<file path="src/rtl/hit_accumulator.sv">
// hit_accumulator: ORs per-triangle inside flags into one result bit per point and writes results to sequential memory addresses
module hit_accumulator #(
  parameter int ADDR_W = 12,
  parameter int TRI_W  = 8
) (
  input  logic              clk,
  input  logic              rst,
  input  logic              start,
  input  logic [TRI_W-1:0]  num_tris,
  input  logic              in_valid,
  input  logic              in_hit,
  input  logic              in_last,
  output logic              in_ready,
  output logic [ADDR_W-1:0] mem_addr,
  output logic              mem_wr,
  output logic              mem_data,
  output logic [ADDR_W:0]   pt_count,
  output logic [ADDR_W:0]   hit_count,
  output logic              busy,
  output logic              done,
  output logic              overflow
);
  typedef enum logic [1:0] {IDLE, ACCUM, WRITE, DONE} state_t;
  state_t state, state_n;
  logic [TRI_W-1:0] tri_idx, ntri_q;
  logic acc, res_q, last_q;
  logic accept, close, wrap, launch;
  assign launch = (state == IDLE || state == DONE) && start;
  assign accept = in_valid && in_ready;
  assign close  = accept && (tri_idx == ntri_q - TRI_W'(1) || in_last);
  assign wrap   = mem_addr == '1;
  // state register
  always_ff @(posedge clk or posedge rst)
    if (rst) state <= IDLE;
    else state <= state_n;
  // next-state: start launches, a closing flag writes, a write ends on last or address exhaustion
  always_comb begin
    state_n = state;
    case (state)
      IDLE, DONE: state_n = start ? ACCUM : state;
      ACCUM:      state_n = close ? WRITE : ACCUM;
      WRITE:      state_n = (last_q || wrap) ? DONE : ACCUM;
      default:    state_n = IDLE;
    endcase
  end
  // state-decoded outputs; mem_data tracks the latched result, which only changes on close
  always_comb begin
    in_ready = state == ACCUM;
    mem_wr   = state == WRITE;
    busy     = state == ACCUM || state == WRITE;
    done     = state == DONE;
    mem_data = res_q;
  end
  // datapath: run setup, per-flag accumulation, and per-point commit of address and counters
  always_ff @(posedge clk or posedge rst)
    if (rst) begin
      tri_idx   <= '0;
      ntri_q    <= '0;
      acc       <= 1'b0;
      res_q     <= 1'b0;
      last_q    <= 1'b0;
      mem_addr  <= '0;
      pt_count  <= '0;
      hit_count <= '0;
      overflow  <= 1'b0;
    end else if (launch) begin
      tri_idx   <= '0;
      ntri_q    <= (num_tris == '0) ? TRI_W'(1) : num_tris;
      acc       <= 1'b0;
      mem_addr  <= '0;
      pt_count  <= '0;
      hit_count <= '0;
      overflow  <= 1'b0;
    end else if (close) begin
      res_q   <= acc | in_hit;
      last_q  <= in_last;
      tri_idx <= '0;
      acc     <= 1'b0;
    end else if (accept) begin
      acc     <= acc | in_hit;
      tri_idx <= tri_idx + TRI_W'(1);
    end else if (state == WRITE) begin
      pt_count  <= pt_count + (ADDR_W+1)'(1);
      hit_count <= hit_count + (ADDR_W+1)'(res_q);
      mem_addr  <= mem_addr + ADDR_W'(1);
      overflow  <= overflow | (!last_q && wrap);
    end
endmodule
</file>
<file path="config.mk">
export PLATFORM = sky130hd
export DESIGN_NAME = hit_accumulator
export DESIGN_NICKNAME = d
export VERILOG_FILES = /design/src/rtl/hit_accumulator.sv
export SDC_FILE = /design/constraint.sdc
export NUM_CORES = 1
export LEC_CHECK = 0
export CORE_MARGIN = 2
export CORE_UTILIZATION = 40
export CTS_BUF_LIST = sky130_fd_sc_hd__clkbuf_4 sky130_fd_sc_hd__clkbuf_8 sky130_fd_sc_hd__clkbuf_16
export DETAILED_ROUTE_END_ITERATION = 7
export PLACE_DENSITY_LB_ADDON = 0.15
export REMOVE_ABC_BUFFERS = 1
export SLEW_MARGIN = 30
export SYNTH_ARGS = -nofsm -noshare
export SYNTH_HDL_FRONTEND = slang
export SYNTH_SLANG_ARGS = --single-unit
</file>
<file path="constraint.sdc">
create_clock -name clk -period 3.05 [get_ports clk]
set_input_delay 0.305 -clock clk [delete_from_list [all_inputs] [get_ports clk]]
set_output_delay 0.305 -clock clk [all_outputs]
set_load 0.02 [all_outputs]
</file>
# After elaboration in Yosys (flattened, before gate mapping)
# Index checks and enable logic that the tools add are counted.
# classes
add_sub_neg	5
mul	0
div_mod_pow	0
magnitude_cmp	0
n_eq_ne	8
shifts	0
mux	27
bitwise	3
reduce_logical	16
# op_table
op	count
two-way mux 13 bit	8
two-way mux 12 bit	4
two-way mux 8 bit	4
adder 13 x 1 -> 13 bit	1
adder 13 x 1 -> 13 bit, second input constant	1
adder 12 x 1 -> 12 bit, second input constant	1
== test 12 bit, second input constant	1
adder 8 x 1 -> 8 bit, second input constant	1
== test 8 bit	1
zero test 8 bit	1
subtractor 8 x 1 -> 8 bit, second input constant	1
two-way mux 1 bit	7
two-way mux 2 bit	3
case mux 2 bit (3 select lines)	1
== test 2 bit, second input constant	2
logical AND 1 bit	4
logical OR 1 bit	4
inequality test 2 x 1 -> 1 bit, second input constant	2
AND reduction 3 bit	1
nonzero test 3 bit	1
== test 2 x 1 -> 1 bit, second input constant	1
zero test 2 bit	1
inequality test 2 bit, second input constant	1
OR 1 bit	2
5 further kinds	5
# word_totals
register_bits	60
latchBits	0
ramBits	0
mem_bits_ro	0
input_bits	14
output_inout_bits	44
word_cells	69
n_memories	0

# Logic depth before layout (Yosys ltp)
# depth
word_depth	7
mapped_depth	9
ltp_nobuf	8

# Least setup slack after synthesis
# OpenSTA, ideal clock, no wires.
# synth_path
path_kind	register to register
startpoint	register ntri_q[0]
endpoint	register res_q (netlist: mem_data)
setup_time_ps	138
t_arrival_ps	2128
t_required_ps	2912
path_slack_ps	784
path_stages_with_launch	10
path_buffers	1
synth_period_minus_slack_ps	2266
cell_sequence	dfrtp_1 -> inv_1 -> ha_1 -> nor2b_1 -> or3_1 -> a31o_1 -> o41a_1 -> buf_6 -> o31ai_4 -> o41ai_2
# synth_between
elab_chain_cells	5
# synth_lines
item	line	text
from (decl)	25	logic [TRI_W-1:0] tri_idx, ntri_q;
from (signal assigned)	68	ntri_q <= (num_tris == '0) ? TRI_W'(1) : num_tris;
subtractor 8 x 1 -> 8 bit	30	assign close = accept && (tri_idx == ntri_q - TRI_W'(1) || in_last);
== test 8 bit	30	
logical OR 1 bit	30	
logical AND 1 bit	30	
AND reduction 2 bit (no line)	n/a	
to (signal assigned)	75	res_q <= acc | in_hit;
to (decl)	26	logic acc, res_q, last_q;
# No other way between the ends.
# A chain may end at the register's enable or synchronous reset.

# Final worst setup path
# Ends and elaborated chain as after synthesis.

==> metrics <==
status=complete, no violations; CTS tree=done; skew final=0.00595 ns; post-synthesis sequential area ratio=48.3%; arrival time worst endpoint=2.72 ns; drt total wl=6530 um; H-tree depth=3; share of layout cells above drive strength 1=9.02%; hold_buf cts=0; vias=2,481; Req. time, crit path=3.25 ns; synth unique cells=41; P_leak=1.72 nW; main combinational cell family by area after synthesis=simple AND/OR/NAND/NOR gates; RSZ-0062 raised after global routing=false; Mean Syn Cell Area=9.66 sq um; antenna viol nets, final=0; num rows=32; CP Class=flip-flop to flip-flop; TritonCTS Sinks=60; area of the multi-input gates=0.00153 sq mm; Initial Util=40.7%; CTS max path bufs=2; Final Critical Period=2.51 ns; GRT Total Usage=16.8%; Reg clk slew, reported paths=0.07 ns; Worst Setup Start Kind=flip-flop; initial antenna violation count=0; adder-cell area share of the yosys netlist=3.62%; drt wl/cell=13.3 um; GRT overflow=0; DRC=0; post-synthesis mux area share=1.81%; Worst-Skew Late Latency=0.33 ns; Tot Pwr=2.64 mW; EDFF count, synth=0; complex-gate fraction of the synthesized area=9.86%; Post-Synthesis Cell Area=0.00311 sq mm; hold slack=0.494 ns; Seq cells post-synth=60; layout net count=406; yosys warns=0; die span in y=92.2 um; CTS buffer count=9; worst reg2reg setup slack=0.54 ns; IO Pins=58; fmax=398 MHz; # resized after CTS=0; top_reg_cell synth=dfrtp_1; Hold Path Class=flip-flop to flip-flop; die extent in x=92.2 um; hpwl dp=4460 um; Setup TNS=0 ns; vias in the first global route=2,418; I/O Buffers=57; Synth Area in Simple Gates=23.0%; ANT cells=0; final hold vios=0; Synth Area in XOR/XNOR=10.7%; clk root buf=clkbuf_8; fin util=52.0%; largest net degree at the start of global routing=61; crit path capture type=flip-flop; Peak supply drop=429 uV; # fillers=724; Post-CTS Setup Repair Bufs=0; first-pass GRT wire length=11,400 um; Max Cap Viol=0; measured slew at the worst slew-check pin=0.770 ns; DRC marker count from the first detailed-route iteration=115; GPL Wtd Cong=0.803; vias per cell=5.06; Final Slew Violations=0; Max FO, Critical Path=11; core footprint=0.00765 sq mm; period utilization=82.4%; Max-slew headroom=48.7%; die area=0.00850 sq mm; Cell Pwr Density=663 mW/mm^2; DRT Pass-1 Iters=4; sequential cell area=0.00150 sq mm; final setup fails=0; Mapped Cells=322; Area Overhead vs Synth=27.9%; Async S/R FF share, synth=100%
[critical path, stage by stage, from the launching register on]
cell and delay, ns:
dfrtp_1 0.38, inv_1 0.07, ha_1 0.21, nor2b_1 0.15, or3_1 0.35, a31o_1 0.23
o41a_1 0.64, o31ai_4 0.26, o41ai_2 0.09
[cells in the final DEF (no fill, tap or decap), types with 7 or more instances in the layout]
cell type and count:
clkbuf_8 9, inv_1 9, nor2_1 40, ha_1 9, a21oi_1 15, and4_1 7, dfrtp_1 60, xor2_1 28
nand4_1 10, xnor2_1 10, clkdlybuf4s50_1 57, nand3_1 11, o21ai_0 14, nand2_1 39, or3_1 7
[metrics by stage]
| step | setup WS (ns) | instance area [sq um] | instances |
|---|---|---|---|
| floorplan | 0.441 | 3060 | 312 |
| global placement | 0.620 | 3790 | 474 |
| detailed placement | 0.534 | 3790 | 474 |
| CTS | 0.526 | 3980 | 490 |
| global route | 0.384 | 3980 | 490 |
| finish | 0.537 | 3980 | 490 |
[cell type report]
cell class              count  share of cell area, %
clock buffers               9                   3.11
clock inverters             7                   1.70
inverters                  10                  0.944
multi-input cells         242                   38.4
flip-flops and latches     60                   37.7
well taps                 102                   3.21
repair buffers             60                   14.9
[where the power goes]
| group | total (mW) | internal (mW) | leakage (nW) | switching [mW] |
|---|---|---|---|---|
| sequential | 1.04 | 0.911 | 0.809 | 0.127 |
| clock | 0.697 | 0.372 | 0.0910 | 0.325 |
| combinational | 0.900 | 0.382 | 0.818 | 0.517 |
| total | 2.64 | 1.67 | 1.72 | 0.970 |
[state kept, by name, indices dropped and copies added (netlist names)]
signal,flops
acc,1
hit_count,13
last_q,1
mem_addr,12
mem_data,1
ntri_q,8
overflow,1
pt_count,13
state,2
tri_idx,8
[cell families after synthesis]
family | Yosys count
and+or+nand+nor | 145
DFF | 60
AOI/OAI and AO/OA | 45
xor gates and xnor gates | 38
buffers and inverters | 20
adders and majority gates | 9
muxes | 5
[path summary, 6_finish.rpt]
check                      cells after the start                   from                  endpoint
setup / recovery                               8  ntri_q[0]$_DFFE_PP0P_      mem_data$_DFFE_PP0P_
hold / removal                                 2   overflow$_DFFE_PP0P_      overflow$_DFFE_PP0P_
setup reg to reg                               8  ntri_q[0]$_DFFE_PP0P_      mem_data$_DFFE_PP0P_
hold reg to reg                                2   overflow$_DFFE_PP0P_      overflow$_DFFE_PP0P_
max in group asynchronous                      3                    rst     ntri_q[2]$_DFFE_PP0P_
min in group asynchronous                      3                    rst  pt_count[12]$_DFFE_PP0P_
[cell usage after synthesis, types with 2 or more instances]
library cell / number / area, sq um
dfrtp_1: 60 / 1500
nor2_1: 40 / 150
nand2_1: 39 / 146
xor2_1: 28 / 245
a21oi_1: 15 / 75.1
o21ai_0: 14 / 70.1
nand3_1: 11 / 55.1
inv_1: 10 / 37.5
nand4_1: 10 / 62.6
xnor2_1: 10 / 87.6
ha_1: 9 / 113
and4_1: 7 / 61.3
or3_1: 7 / 43.8
and2_1: 6 / 37.5
clkbuf_1: 6 / 22.5
and3_1: 5 / 31.3
mux2_2: 5 / 56.3
nor3_1: 5 / 25.0
nor4_1: 4 / 25.0
or2_2: 4 / 25.0
a31oi_1: 3 / 18.8
o211ai_1: 3 / 22.5
a32o_1: 2 / 20.0
buf_1: 2 / 7.51
[metal layers]
| layer | up-vias | global-route usage, % | share of wire, % |
|---|---|---|---|
| li1 | 1239 | - | - |
| met1 | 1191 | 21.5 | 47 |
| met2 | 42 | 27.9 | 49 |
| met3 | 9 | 3.45 | 3.2 |
| met4 | 0 | 6.72 | 1.3 |
| met5 | - | 0 | 0 |
Note: power is estimated with default switching activity, not from simulation.
